===== config.mk =====
export PLATFORM = sky130hd
export DESIGN_NAME = pipelined_adder
export DESIGN_NICKNAME = d
export VERILOG_FILES = /design/src/rtl/pipelined_adder_pkg.sv /design/src/rtl/add_slice.sv /design/src/rtl/pipelined_adder.sv
export SDC_FILE = /design/constraint.sdc
export NUM_CORES = 1
export LEC_CHECK = 0
export CAP_MARGIN = 20
export CORE_ASPECT_RATIO = 0.7
export CORE_MARGIN = 4
export CORE_UTILIZATION = 30
export DETAILED_ROUTE_END_ITERATION = 16
export GPL_TIMING_DRIVEN = 0
export PLACE_DENSITY = 0.56
export SLEW_MARGIN = 20
export SYNTH_ARGS = -nofsm -noshare
export SYNTH_HDL_FRONTEND = slang
export SYNTH_SLANG_ARGS = --single-unit

===== constraint.sdc =====
create_clock -name clk -period 3.07 [get_ports clk]
set_clock_uncertainty 0.2 [all_clocks]
set_input_delay 0.307 -clock clk [delete_from_list [all_inputs] [get_ports clk]]
set_output_delay 0.307 -clock clk [all_outputs]
set_load 0.05 [all_outputs]

===== src/rtl/pipelined_adder_pkg.sv =====
// Shared definitions for the pipelined add/subtract unit:
// op encoding and the WIDTH/STAGES legality rule.
package pipelined_adder_pkg;

    localparam logic OP_ADD = 1'b0;
    localparam logic OP_SUB = 1'b1;

    // Slices must tile the word exactly, one slice per stage.
    function automatic bit params_ok(int width, int stages);
        return (stages >= 1) && (stages <= width)
            && ((width % stages) == 0);
    endfunction

endpackage


===== src/rtl/add_slice.sv =====
// SW-bit ripple of full-adder cells.
// Ports: a, b, cin in; s, cout, cmsb (carry into the MSB cell) out.
module add_slice #(
    parameter int SW = 4
) (
    input  logic [SW-1:0] a,
    input  logic [SW-1:0] b,
    input  logic          cin,
    output logic [SW-1:0] s,
    output logic          cout,
    output logic          cmsb
);

    logic [SW:0] c;

    assign c[0] = cin;

    for (genvar i = 0; i < SW; i++) begin : g_fa
        assign s[i]   = a[i] ^ b[i] ^ c[i];
        assign c[i+1] = (a[i] & b[i]) | (c[i] & (a[i] ^ b[i]));
    end

    assign cout = c[SW];
    assign cmsb = c[SW-1];

endmodule


===== src/rtl/pipelined_adder.sv =====
// Pipelined add/subtract unit: one carry-chained slice per stage,
// valid/ready handshake with full-pipeline stall on backpressure.
// Ports: clk, rst_n; in_valid/in_ready, a, b, cin, sub;
//        out_valid/out_ready, s, cout (carry/borrow), ovf (signed).
module pipelined_adder
    import pipelined_adder_pkg::*;
#(
    parameter int WIDTH  = 16,
    parameter int STAGES = 4
) (
    input  logic             clk,
    input  logic             rst_n,
    input  logic             in_valid,
    output logic             in_ready,
    input  logic [WIDTH-1:0] a,
    input  logic [WIDTH-1:0] b,
    input  logic             cin,
    input  logic             sub,
    output logic             out_valid,
    input  logic             out_ready,
    output logic [WIDTH-1:0] s,
    output logic             cout,
    output logic             ovf
);

    localparam int SW = WIDTH / STAGES;
    localparam int L  = STAGES - 1;

    if (!params_ok(WIDTH, STAGES)) begin : g_bad
        $error("pipelined_adder: WIDTH must be a multiple of STAGES");
    end

    logic             adv;
    logic [WIDTH-1:0] bx;

    // Subtract is a + ~b + ~cin; b is inverted once at entry so
    // later slices consume the skewed bits unchanged.
    assign bx = (sub == OP_SUB) ? ~b : b;

    for (genvar k = 0; k < STAGES; k++) begin : g_st
        localparam int RW = WIDTH - (k + 1) * SW;

        logic [SW-1:0]         sa;
        logic [SW-1:0]         sbv;
        logic [SW-1:0]         ss;
        logic                  ci;
        logic                  co;
        logic                  cm;
        logic                  vi;
        logic                  si;
        logic [(k+1)*SW-1:0]   sum_d;
        logic                  vld_q;
        logic                  sb_q;
        logic                  cy_q;
        logic                  cm_q;
        logic [(k+1)*SW-1:0]   sum_q;

        if (k == 0) begin : g_src
            assign sa    = a[SW-1:0];
            assign sbv   = bx[SW-1:0];
            assign ci    = cin ^ sub;
            assign vi    = in_valid;
            assign si    = sub;
            assign sum_d = ss;
        end else begin : g_src
            assign sa    = g_st[k-1].g_op.ra_q[SW-1:0];
            assign sbv   = g_st[k-1].g_op.rb_q[SW-1:0];
            assign ci    = g_st[k-1].cy_q;
            assign vi    = g_st[k-1].vld_q;
            assign si    = g_st[k-1].sb_q;
            assign sum_d = {ss, g_st[k-1].sum_q};
        end

        // Operand bits for the slices still ahead of this stage.
        if (k < L) begin : g_op
            logic [RW-1:0] ra_d;
            logic [RW-1:0] rb_d;
            logic [RW-1:0] ra_q;
            logic [RW-1:0] rb_q;

            if (k == 0) begin : g_d
                assign ra_d = a[WIDTH-1:SW];
                assign rb_d = bx[WIDTH-1:SW];
            end else begin : g_d
                assign ra_d = g_st[k-1].g_op.ra_q[RW+SW-1:SW];
                assign rb_d = g_st[k-1].g_op.rb_q[RW+SW-1:SW];
            end

            always_ff @(posedge clk or negedge rst_n) begin
                if (!rst_n) begin
                    ra_q <= '0;
                    rb_q <= '0;
                end else if (adv) begin
                    ra_q <= ra_d;
                    rb_q <= rb_d;
                end
            end
        end

        add_slice #(.SW(SW)) u_slice (
            .a    (sa),
            .b    (sbv),
            .cin  (ci),
            .s    (ss),
            .cout (co),
            .cmsb (cm)
        );

        always_ff @(posedge clk or negedge rst_n) begin
            if (!rst_n) begin
                vld_q <= 1'b0;
                sb_q  <= 1'b0;
                cy_q  <= 1'b0;
                cm_q  <= 1'b0;
                sum_q <= '0;
            end else if (adv) begin
                vld_q <= vi;
                sb_q  <= si;
                cy_q  <= co;
                cm_q  <= cm;
                sum_q <= sum_d;
            end
        end
    end

    assign out_valid = g_st[L].vld_q;
    assign adv       = !out_valid || out_ready;
    assign in_ready  = adv;
    assign s         = g_st[L].sum_q;
    assign cout      = g_st[L].cy_q ^ g_st[L].sb_q;
    assign ovf       = g_st[L].cm_q ^ g_st[L].cy_q;

endmodule


==> summary.md, run 1 <==
| Metric | Value |
|---|---|
| Outcome | `finished, final reports clean` |
| Synth cell count leaders | `101 x dfrtp_1, 66 x mux2_4, 23 x inv_1, 23 x mux2_2` |
| Final setup viols | `0` |
| Met2 WL | `3640 um` |
| Vias | `2310` |
| Post_cts resized | `0` |
| Largest net degree at the start of global routing | `52` |
| Initial Utilization | `31.1%` |
| Largest area contributor in the synthesized netlist | `dfrtp_1` |
| Synth area leaders | `dfrtp_1 54%, mux2_4 21%, fa_1 6.9%` |
| Clock Latency Late Sink | `350 ps` |
| Relative slew slack | `65.4%` |
| Core area | `14900 um^2` |
| Count leader, synth | `dfrtp_1` |
| Mapped Area | `4640 um^2` |
| M1 WL | `4470 um` |
| Count of cell types in the netlist | `15` |
| Total power | `6.15 mW` |
| Post-synthesis sequential area ratio | `54.5%` |
| Synth Instances | `284` |
| Initial antenna violation count | `0` |
| CP required | `2560 ps` |
| GRT overflow | `0` |
| Min Hold Slack | `88.3 ps` |
| Setup CP Type | `reg -> out` |
| DR iter-0 viols | `86` |
| Setup TNS | `0 ps` |
| Post-synth ARST share | `100%` |
| Most used DFF post-synth | `dfrtp_1` |
| FF+latch count, synth | `101` |
| Inserted Diodes | `0` |
| Worst-path clk slew | `60 ps` |
| CTS H-Tree Depth | `3` |
| Port Buffers | `55` |
| Layout cells sized above 1 | `33.6%` |
| Sequential cell area | `2530 um^2` |
| First-pass GRT wire length | `14200 um` |
| Worst EP arrival | `2370 ps` |
| Total GRT Usage | `10.6%` |
| CTS tree | `yes` |
| FP Rows | `37` |
| Maximum clock rate | `348 MHz` |
| Top Metal Used | `met4` |
| Layout overhead on the synthesized area | `24.3%` |
| Via count of the first global-routing pass | `2561` |
| Fin crit period | `2870 ps` |
| P_leak | `2.65 nW` |
| Worst Hold Class | `in -> reg` |
| Synth top area share | `54.5%` |
| CP startpoint kind | `register` |
| Clock buffer depth | `2` |
| Util after Layout | `38.7%` |
| Clock Tree Root | `clkbuf_16` |
| Post-DP HPWL | `6230 um` |
| Gpl congestion | `0.721` |
| Synth Warn # | `0` |
| IO Pins | `58` |
| Fin. Hold Viols | `0` |
| Syn avg cell area | `16.3 um^2` |
| Pre-antenna DRT Iters | `4` |
| DRC viols | `0` |
| Final Cell Area | `5770 um^2` |
| Detail Route Antenna Nets | `0` |
| DIE WIDTH | `157 um` |
| CP Max Fanout | `11` |
| Syn Nets | `338` |
| RSZ-0062 raised after global routing | `no` |
| Total CTS buffers | `9` |
| Max-cap violations | `0` |
| Post-synth EDFFs | `0` |
| Fin nets | `406` |
| Die Ht | `112 um` |
| Average wire per standard cell | `15.7 um` |
| Worst slew pin tran | `518 ps` |
| Area of the multi-input gates | `1890 um^2` |
| Slew Viols, Final | `0` |
| Fin crit share | `93.6%` |
| CTS sink cnt | `101` |
| Worst setup EP type | `primary output` |
| Fill count | `1403` |
| Wirelength, routed | `8660 um` |
| Routed wl met3 | `494 um` |
| PwrDens | `1070 nW/um^2` |
| Die area | `17500 um^2` |
| Via density | `4.18` |
| Max rail drop VDD | `0.000283 V` |
| Area post-placement | `5460 um^2` |
power breakdown:
group | switching (mW) | internal, mW
clock | 0.478 | 0.652
combinational | 1.25 | 1.44
sequential | 0.389 | 1.94
worst max-delay path, cell delays in order (launching register included):
cell             delay [ps]
dfrtp_1                 520
nand2b_4                140
buf_6                   170
buf_6                   190
buf_6                   170
clkdlybuf4s50_1         810
sequential cells by signal (all words and copies together), names as in the netlist:
name and flops:
g_st.g_op.ra_q 24, g_st.g_op.rb_q 24, s 16, out_valid 1
g_st.cm_q 1, g_st.cy_q 4, g_st.sum_q 24, g_st.sb_q 4
g_st.vld_q 3
kinds of logic (layout without fill, tap and decap cells):
| kind of cell | Yosys count | in the layout | synth area share (%) |
|---|---|---|---|
| xor+xnor | 19 | 19 | 3.59 |
| buf+inv | 37 | 110 | 4.77 |
| fa+ha+maj | 16 | 16 | 6.91 |
| flops | 101 | 101 | 54.5 |
| simple gates | 11 | 11 | 1.89 |
| mux | 91 | 91 | 27.4 |
| compound gates | 9 | 9 | 0.971 |
through the flow:
stage / instances / worst slack (ps)
2_1_floorplan: 284 / 205
3_3_place_gp: 534 / -2290
3_5_place_dp: 535 / -34.5
4_1_cts: 552 / 151
5_1_grt: 552 / 58.6
6_report: 552 / 197
metal layers:
layer | vias up | track usage, %
met4 | 0 | 2.31
met1 | 1178 | 15.1
met3 | 7 | 4.74
met5 | - | 0
li1 | 1083 | -
met2 | 42 | 14.7
worst paths after layout:
check                              start                   end  slack (ps)  cells after the start
setup reg to reg            g_st[2].cy_q                 s[15]         590                      7
max in group asynchronous          rst_n  g_st[0].g_op.rb_q[3]        1770                      3
hold reg to reg            g_st[2].vld_q             out_valid         270                      1
min in group asynchronous          rst_n                 s[10]         270                      2
hold / removal                 out_ready      g_st[0].sum_q[2]          90                      3
setup / recovery               out_valid              in_ready         200                      5
placed cells by master (no fill, tap or decap), types with 2 or more instances in the layout:
cell             synthesis  layout
a21oi_1                  9       9
clkinv_2                 0       2
buf_2                    3       3
mux2_4                  66      66
nor3b_1                  9       9
fa_1                    16      16
mux2i_1                  2       2
clkbuf_16                0       9
buf_6                   10      11
inv_1                   23      23
mux2_2                  23      23
xnor2_1                  3       3
dfrtp_1                101     101
clkdlybuf4s50_1          0      54
xor2_1                  16      16
clkbuf_1                 0       2
timing repair:
action	in CTS	in global routing
setup buffers	0	0
hold buffers	1	0
endpoints found under the hold margin	50	0
setup endpoints to repair	0	0
cell type report:
type	count	share of cell area [%]
Buffer	14	2.34
Clock buffer	12	4.28
Clock inverter	4	0.825
Inverter	23	1.50
Multi-Input combinational cell	146	32.8
Sequential cell	101	43.8
Tap cell	195	4.23
Timing Repair Buffer	57	10.2
Note: power is estimated with default switching activity, not from simulation.
==> run 2, diff against run 1 <==
==> constraint.sdc (replaced) <==
create_clock -name clk -period 3.72 [get_ports clk]
set_clock_uncertainty 0.2 [all_clocks]
set_input_delay 0.372 -clock clk [delete_from_list [all_inputs] [get_ports clk]]
set_output_delay 0.372 -clock clk [all_outputs]
set_load 0.05 [all_outputs]
==> results of run 2 <==
Same layout as run 1 (identical final DEF). Status: finished, final reports clean.
Among the figures that moved: setup slack after placement -34.5 ps -> 550 ps; setup slack after layout 197 ps -> 782 ps; hold slack 88.3 ps -> 153 ps; register-to-register setup slack 590 ps -> 1240 ps; total power 6.15 mW -> 5.07 mW; worst IR drop on VDD 0.000283 V -> 0.000234 V
==> run 3, diff against run 2 <==
==> constraint.sdc (replaced) <==
create_clock -name clk -period 3 [get_ports clk]
set_clock_uncertainty 0.2 [all_clocks]
set_input_delay 0.3 -clock clk [delete_from_list [all_inputs] [get_ports clk]]
set_output_delay 0.3 -clock clk [all_outputs]
set_load 0.05 [all_outputs]
==> run 3 against run 2 <==
Net effect: worst setup slack worse by 490 ps; sequential power grew 24%; cell area about the same; sequential share of layout area is essentially flat; critical path type is now in -> reg.
==> summary.md, run 3 (same netlist as run 1, synthesis figures left out) <==
| Metric | Value |
|---|---|
| Initial antenna violation count | `0 (unchanged)` |
| Sequential share of power | `37.8% (about the same)` |
| Average wire per standard cell | `15.7 um (about the same)` |
| PwrDens | `1090 nW/um^2 (was 880 nW/um^2)` |
| Combinational fraction of design power | `43.8% (about the same)` |
| Slew Viols, Final | `0 (unchanged)` |
| Clock buffer depth | `2 (unchanged)` |
| M1 WL | `4470 um (unchanged)` |
| P_leak | `2.66 nW (was 2.65 nW)` |
| Fill count | `1403 (unchanged)` |
| Max-cap violations | `0 (unchanged)` |
| Relative slew slack | `65.4% (unchanged)` |
| FP Rows | `37 (unchanged)` |
| Maximum clock rate | `370 MHz` |
| Setup CP Type | `in -> reg (was reg -> out)` |
| Commonest non-fill, non-tap cell in the layout | `dfrtp_1 (unchanged)` |
| Wirelength, routed | `8660 um (about the same)` |
| Layout cells sized above 1 | `33.6% (unchanged)` |
| Detail Route Antenna Nets | `0 (unchanged)` |
| Max rail drop VDD | `0.000290 V (was 0.000234 V)` |
| Top Metal Used | `met4 (unchanged)` |
| Gpl congestion | `0.721 (unchanged)` |
| Crit-path cells | `buf_4 -> buf_2 -> xor2_1 -> fa_1 -> fa_1 -> inv_1 -> fa_1 -> inv_1 -> fa_1 -> mux2_4 (was nand2b_4 -> buf_6 -> buf_6 -> buf_6 -> clkdlybuf4s50_1)` |
| Slowest cell delay on critical path | `430 ps (was 810 ps)` |
| Cells after DPL | `535 (unchanged)` |
| Via count of the first global-routing pass | `2561 (unchanged)` |
| Via density | `4.18 (unchanged)` |
| IO Pins | `58 (unchanged)` |
| Total GRT Usage | `10.6% (unchanged)` |
| Outcome | `finished, final reports clean (unchanged)` |
| Largest net degree at the start of global routing | `52 (unchanged)` |
| CP Max Fanout | `10 (was 11)` |
| Total power | `6.29 mW (was 5.07 mW)` |
| Layout overhead on the synthesized area | `24.4% (was 24.3%)` |
| CP startpoint kind | `input pin (was register)` |
| Total CTS buffers | `9 (unchanged)` |
| DR iter-0 viols | `86 (unchanged)` |
| Slowest CP cell | `fa_1 (was clkdlybuf4s50_1)` |
| Setup TNS | `0 ps (unchanged)` |
| Routed wl met3 | `494 um (unchanged)` |
| Top Registers | `g_st.g_op.ra_q x24, g_st.g_op.rb_q x24, g_st.sum_q x24 (unchanged)` |
| CTS tree | `yes (unchanged)` |
| Int Pwr | `4.12 mW (was 3.32 mW)` |
| DIE WIDTH | `157 um (unchanged)` |
| Pre-antenna DRT Iters | `4 (unchanged)` |
| Fin nets | `406 (unchanged)` |
| Fin crit period | `2710 ps` |
| Worst slew pin tran | `518 ps (unchanged)` |
| Worst-path clk slew | `60 ps (about the same)` |
| Die area | `17500 um^2 (unchanged)` |
| Clock Tree Root | `clkbuf_16 (unchanged)` |
| Inserted Diodes | `0 (unchanged)` |
| Final setup viols | `0 (unchanged)` |
| Commonest non-fill, non-tap cells in the layout | `101 x dfrtp_1, 66 x mux2_4, 53 x clkdlybuf4s50_1 (was 101 x dfrtp_1, 66 x mux2_4, 54 x clkdlybuf4s50_1)` |
| Clock Power Share | `18.4% (about the same)` |
| Worst EP arrival | `2730 ps (was 2370 ps)` |
| Core area | `14900 um^2 (unchanged)` |
| Worst Hold Class | `in -> reg (unchanged)` |
| Worst setup EP type | `register (was primary output)` |
| Fin. Hold Viols | `0 (unchanged)` |
| Most common cell on crit path | `fa_1 (was buf_6)` |
| RSZ-0062 raised after global routing | `no (unchanged)` |
| Port Buffers | `55 (unchanged)` |
| Sw Share | `34.5% (about the same)` |
| First-pass GRT wire length | `14200 um (unchanged)` |
| Met2 WL | `3640 um (unchanged)` |
| Die Ht | `112 um (unchanged)` |
| Initial Utilization | `31.1% (unchanged)` |
| Fin crit share | `90.2%` |
| CTS H-Tree Depth | `3 (unchanged)` |
| Clock Latency Late Sink | `350 ps (about the same)` |
| DRC viols | `0 (unchanged)` |
| Switch Pwr | `2.17 mW (was 1.75 mW)` |
| Vias | `2310 (unchanged)` |
| CP required | `3030 ps (was 3150 ps)` |
| GRT overflow | `0 (unchanged)` |
| Post-CTS setup buffer count | `0 (unchanged)` |
| CTS sink cnt | `101 (unchanged)` |
| Post-Layout Cell Count | `552 (unchanged)` |
| Post-DP HPWL | `6230 um (unchanged)` |
## run 3: cell count changes in the layout (fill, tap and decap cells not counted)
cell,delta
clkdlybuf4s50_1,-1
dlymetal6s2s_1,+1
## run 3: repair_timing
item	4_1_cts	5_1_grt
resized for setup	0	1
endpoints found under the hold margin	50	0
hold buffers	1	0
endpoints found under the setup margin	0	1
## run 3: worst paths after layout
path,from,endpoint,slack (ps),depth (start not counted)
setup / recovery,sub,g_st[0].sum_q[3],290,10
hold / removal,out_ready,g_st[0].sum_q[2],80,3
setup reg to reg,g_st[2].cy_q,s[15],520,7
hold reg to reg,g_st[2].vld_q,out_valid,270,1
max in group asynchronous,rst_n,g_st[0].g_op.rb_q[3],1710,3
min in group asynchronous,rst_n,s[10],270,2
## run 3: stage by stage
stage,utilization (%),cell area [um^2],setup WS [ps],hold WS [ps]
2_1_floorplan,-,4640,142,-196
3_3_place_gp,36.4,5430,-2360,254
3_5_place_dp,36.6,5460,-97.5,85.0
4_1_cts,38.7,5770,88.0,61.3
5_1_grt,38.7,5770,120,80.8
6_report,38.7,5770,294,81.2
## run 3: power groups by stage
stage	combinational (mW)	sequential (mW)	clock (mW)
floorplan	1.69	2.69	0
global placement	2.74	2.40	0
detailed placement	2.80	2.41	0
CTS	2.81	2.39	1.20
global route	2.98	2.47	1.26
finish	2.75	2.38	1.16
## run 3: metal layers
metal | vias up | GRT usage [%]
met5 | - | 0
met1 | 1178 | 15.1
met2 | 42 | 14.7
met3 | 7 | 4.74
li1 | 1083 | -
met4 | 0 | 2.31
## run 3: cell type report
type                       count  area (um^2)  share of cell area, %
sequential                   101         2530                   43.8
clock inverter                 4         47.5                  0.824
clock buffer                  12          246                   4.27
inverter                      23         86.3                   1.50
timing repair buffer          57          592                   10.3
buffer                        14          135                   2.34
tap                          195          244                   4.23
multi-input combinational    146         1890                   32.8
## run 3: critical path, delay by kind of cell
family,cells,cell delay (ps)
xor+xnor,1,140
fa+ha+maj,4,1390
buf+inv,4,630
mux,1,260
